## config.mk

```make
export PLATFORM = sky130hd
export DESIGN_NAME = cache_miss_sequencer
export DESIGN_NICKNAME = d
export VERILOG_FILES = /design/src/rtl/cache_miss_sequencer.sv
export SDC_FILE = /design/constraint.sdc
export NUM_CORES = 1
export LEC_CHECK = 0
export BUFFER_PORTS_ARGS = -buffer_cell sky130_fd_sc_hd__buf_2
export CORE_MARGIN = 5
export CORE_UTILIZATION = 55
export CTS_BUF_LIST = sky130_fd_sc_hd__clkbuf_16
export CTS_CLUSTER_DIAMETER = 200
export DETAILED_ROUTE_END_ITERATION = 7
export PLACE_DENSITY = 0.81
export SETUP_SLACK_MARGIN = 0.15
export SYNTH_ARGS = -nofsm -noshare
export SYNTH_HDL_FRONTEND = slang
export SYNTH_SLANG_ARGS = --single-unit
```

## constraint.sdc

```tcl
create_clock -name clk -period 2.97 [get_ports clk]
set_clock_uncertainty 0.1 [all_clocks]
set_input_delay 0.594 -clock clk [delete_from_list [all_inputs] [get_ports clk]]
set_output_delay 0.594 -clock clk [all_outputs]
set_load 0.005 [all_outputs]
```

## src/rtl/cache_miss_sequencer.sv

```systemverilog
// Miss sequencer for a direct-mapped write-back data cache in front of a
// multi-cycle main memory. Handles hits in a single cycle. On a miss it
// optionally writes back the dirty victim, then fills the line, then returns
// to IDLE so that the request completes as a hit.
module cache_miss_sequencer #(
    parameter int MEM_LATENCY = 4,
    parameter int CNT_W       = 16
) (
    input  logic             clk,
    input  logic             rst_b,
    input  logic             req_valid,
    input  logic             req_write,
    input  logic             cache_hit,
    input  logic             cache_dirty,
    input  logic             halted,
    output logic             req_ready,
    output logic             cache_we,
    output logic             cache_input_type,
    output logic             set_valid,
    output logic             set_dirty,
    output logic             mem_write_en,
    output logic             memory_address_type,
    output logic             busy,
    output logic [CNT_W-1:0] miss_count,
    output logic [CNT_W-1:0] wb_count
);

    typedef enum logic [1:0] {
        IDLE = 2'd0,
        WB   = 2'd1,
        FILL = 2'd2
    } state_t;

    // The memory-access counter runs from MEM_LATENCY-1 down to 0, so one
    // phase lasts exactly MEM_LATENCY cycles.
    localparam logic [7:0] CNT_INIT = 8'(MEM_LATENCY - 1);

    state_t           state_q, state_d;
    logic [7:0]       cnt_q, cnt_d;
    logic [CNT_W-1:0] miss_q, miss_d;
    logic [CNT_W-1:0] wb_q, wb_d;

    // State, access counter and statistics registers
    always_ff @(posedge clk or negedge rst_b) begin
        if (!rst_b) begin
            state_q <= IDLE;
            cnt_q   <= '0;
            miss_q  <= '0;
            wb_q    <= '0;
        end else begin
            state_q <= state_d;
            cnt_q   <= cnt_d;
            miss_q  <= miss_d;
            wb_q    <= wb_d;
        end
    end

    // Next state and strobes. IDLE is Mealy on the request; WB and FILL are
    // Moore and ignore the core's inputs until the sequence completes.
    always_comb begin
        state_d             = state_q;
        cnt_d               = cnt_q;
        miss_d              = miss_q;
        wb_d                = wb_q;
        req_ready           = 1'b0;
        cache_we            = 1'b0;
        cache_input_type    = 1'b0;
        set_valid           = 1'b0;
        set_dirty           = 1'b0;
        mem_write_en        = 1'b0;
        memory_address_type = 1'b0;

        case (state_q)
            IDLE: begin
                if (req_valid) begin
                    if (cache_hit) begin
                        req_ready = 1'b1;
                        if (req_write) begin
                            cache_we         = 1'b1;
                            cache_input_type = 1'b1;
                            set_valid        = 1'b1;
                            set_dirty        = 1'b1;
                        end
                    end else if (!halted) begin
                        // Counters stick at all-ones rather than wrapping.
                        if (miss_q != {CNT_W{1'b1}})
                            miss_d = miss_q + CNT_W'(1);
                        cnt_d = CNT_INIT;
                        if (cache_dirty) begin
                            state_d = WB;
                            if (wb_q != {CNT_W{1'b1}})
                                wb_d = wb_q + CNT_W'(1);
                        end else begin
                            state_d = FILL;
                        end
                    end
                end
            end

            WB: begin
                mem_write_en        = 1'b1;
                memory_address_type = 1'b1;
                if (cnt_q == 8'd0) begin
                    state_d = FILL;
                    cnt_d   = CNT_INIT;
                end else begin
                    cnt_d = cnt_q - 8'd1;
                end
            end

            FILL: begin
                if (cnt_q == 8'd0) begin
                    // Memory data is ready on the last cycle. Install a clean line.
                    cache_we  = 1'b1;
                    set_valid = 1'b1;
                    state_d   = IDLE;
                end else begin
                    cnt_d = cnt_q - 8'd1;
                end
            end

            default: begin
                state_d = IDLE;
            end
        endcase
    end

    assign busy       = (state_q != IDLE);
    assign miss_count = miss_q;
    assign wb_count   = wb_q;

endmodule
```

==> qor.yml <==
outcome:
  status: "completed"
worst_setup_path:
  path_delay_family: "simple AND/OR/NAND/NOR gates"
  crit_required_ns: 2.28
  cp_max_fo: 7
  crit_chain: "inv_1, ha_1, nor4b_2, nand3_1, nand2b_1, buf_2"
  crit_type: "flop to output port"
  arrival_ns: 1.81
  slowest_stage: "nor4b_2"
  critPathLaunchType: "flop"
  slowest_delay_ns: 0.44
  end_kind: "output port"
  cp_num_buf_inv: 2
power:
  ir_worst_vdd_uv: 400.7
  p_switching_w: 0.0006532
  switching_share_pct: 34.94
  pwr-share-clk_pct: 27.3
  p_leak_nw: 1.338
  p_comb_share_pct: 32.1
  p_per_area_nw_per_um2: 684.5
  internal_power_w: 0.001217
  pwr-share-seq_pct: 40.6
finish:
  utilization_pct: 67.31
  drive_above_1_share_pct: 21.28
  areaGrowthSynthToFinish_pct: 16.68
  antenna_cells: 0
  nets: 297
  final_cell_area_um2: 2731
floorplan:
  design.portCount: 47
  fp.dieH_um: 75.24
  fp.dieArea_um2: 5661
  die_w_um: 75.24
  core_um2: 4058
  initial_core_util_pct: 57.69
  rows: 23
detailed_routing:
  drt_iter0_drc: 123
  viasPerCell: 5.867
  dr.pass1.iters: 4
  ant_nets: 0
  via_count: 1948
  wl_um: 5038
  drc: 0
  post_drt_wl_per_cell_um: 15.17
clocking:
  hold_buffers: 0
  path_clk_slew_ns: 0.06
  cts.path.max_buffers: 2
  clock_latency_ns: 0.28
  cts_tree: "built"
  cts_setup_buffers: 0
  post_cts_resized: 0
  root_buffer: "clkbuf_16"
  cts_buffers: 5
  cts.sinks: 42
  htreeDepth: 2
logic_synthesis:
  synth_top_family_by_area: "simple AND/OR/NAND/NOR gates"
  yosysTopAreaCell: "dfrtp_1"
  synth_async_sr_flop_share_pct: 100.0
  syn_nets: 249
  synth_area_leaders: "dfrtp_1 (45%), xor2_1 (5.6%), ha_1 (4.3%), nand4_1 (3.7%), xnor2_1 (3.4%)"
  ys_warn_count: 0
  yosysUniqueCellTypes: 48
  synthCells: 234
  yosys_most_used_dff: "dfrtp_1"
  synth_xor_area_share_pct: 8.979
  syn_area_per_cell_um2: 10.00
  synth_fa_ha_area_share_pct: 4.276
  synthSimpleGateAreaFrac_pct: 24.43
  synth_edf_count: 0
  synthMuxAreaShare_pct: 1.924
  ys_seq_area_share_pct: 44.90
  yosysTopAreaCellShare_pct: 44.90
  synth_compound_area_share_pct: 11.97
  syn_area_um2: 2341
  synth_seq_cells: 42
timing:
  fin_ws_ns: 0.4710
  hold_slack_ns: 0.3517
  slew-limit-headroom_pct: 38.09
  drv_slew: 0
  fin_tns_setup_ns: 0
  period_needed_ns: 2.499
  finalCritPeriodShare_pct: 84.14
  tightest_slew_ns: 0.9287
  setup_violations: 0
  rsz0062_at_grt: "no"
  hold_viol: 0
  max_freq_mhz: 400.2
placement:
  dp_hpwl_um: 3712
  globalplace.congestion: 0.8404
  postPlaceCellArea_um2: 2596
  numPortBuffers: 46
  pre_cts_ws_ns: 0.5952
job:
  max_cap_violations: 0
global_routing:
  antenna_found_initial: 0
  grt_overflow_total: 0
  grt_pass1_wl_um: 8845
  grt_max_degree: 43
  grt_pass1_vias: 1942
  grtUsageTotal_pct: 20.22
worst_hold_path:
  min_path_type: "input pin to asynchronous set/reset pin"
==> cell families (layout without fill, tap and decap cells) <==
family / Yosys count / count (layout)
and+or+nand+nor: 98 / 98
DFF: 42 / 42
AOI/OAI and AO/OA: 41 / 41
xor gates and xnor gates: 24 / 24
buffers and inverters: 17 / 65
adders and majority gates: 8 / 8
muxes: 4 / 4
==> Yosys cell counts, drive strengths merged (2+ instances only) <==
cell type and number:
a31oi 2, nor2 13, or3 3, and2 4, xnor2 9, a22oi 4, a211oi 2, a21oi 10
or4 5, a21o 2, nor4 8, xor2 15, dfrtp 42, nand3 10, nor3b 2, nor3 9
nand4 14, o2111ai 2, mux2 4, and3 4, o21ai 5, nand2 14, o31ai 5, buf 4
ha 8, inv 12, o22a 2, nor4b 4
==> cell type report <==
type                    count  area [µm²]
clock inverters             2       10.01
well taps                  50       62.56
multi-input cells         175        1207
fillers                   312        1326
flip-flops and latches     42        1051
repair buffers             46       230.2
clock buffers               5       125.1
inverters                  12       45.04
==> state kept, by name, indices dropped and copies added (netlist names) <==
signal,count
miss_count,16
cnt_q,8
state_q,2
wb_count,16
==> stage by stage <==
stage,instances,power [W]
finish,332,0.001870
global route,332,0.002010
CTS,332,0.001886
detailed placement,325,0.001371
global placement,325,0.001346
floorplan,234,0.001189
==> routing by layer <==
layer / global-route usage (%) / wire, µm / vias up
met3: 4.806 / 354 / 8
li1: - / - / 964
met4: 7.573 / 68 / 0
met2: 30.37 / 2302 / 62
met5: 0 / 0 / -
met1: 28.47 / 2313 / 914
==> power groups by stage <==
stage | registers, W | logic, W | clock network, W
final | 0.000759 | 0.000600 | 0.000510
after global routing | 0.000776 | 0.000688 | 0.000547
after CTS | 0.000759 | 0.000606 | 0.000522
after detailed placement | 0.000768 | 0.000603 | 0
after global placement | 0.000763 | 0.000583 | 0
after floorplan | 0.000753 | 0.000436 | 0
==> cells in the final DEF (no fill, tap or decap), drive strengths merged, types with 2 or more instances in the layout <==
| cell type | n |
|---|---|
| o2111ai | 2 |
| o31ai | 5 |
| clkinv | 2 |
| nand2 | 14 |
| a21oi | 10 |
| nor4 | 8 |
| nor4b | 4 |
| a22oi | 4 |
| nor3b | 2 |
| and3 | 4 |
| o22a | 2 |
| and2 | 4 |
| o21ai | 5 |
| clkbuf | 5 |
| a31oi | 2 |
| a21o | 2 |
| nor3 | 9 |
| xnor2 | 9 |
| inv | 12 |
| mux2 | 4 |
| nor2 | 13 |
| nand3 | 10 |
| dfrtp | 42 |
| or4 | 5 |
| ha | 8 |
| nand4 | 14 |
| xor2 | 15 |
| a211oi | 2 |
| buf | 46 |
| or3 | 3 |
==> final timing paths <==
check | from | endpoint | slack, ns | depth (start not counted)
max in group asynchronous | rst_b | miss_count[15]$_DFFE_PN0P_ | 1.85 | 1
hold / removal | rst_b | cnt_q[7]$_DFFE_PN0P_ | 0.35 | 1
hold reg to reg | wb_count[8]$_DFFE_PN0P_ | wb_count[8]$_DFFE_PN0P_ | 0.38 | 1
min in group clk | wb_count[8]$_DFFE_PN0P_ | wb_count[8]$_DFFE_PN0P_ | 0.38 | 1
setup reg to reg | state_q[0]$_DFFE_PN0P_ | wb_count[13]$_DFFE_PN0P_ | 0.58 | 6
setup / recovery | cnt_q[0]$_DFFE_PN0P_ | set_valid | 0.47 | 6
(Power assumes the default switching activity.)
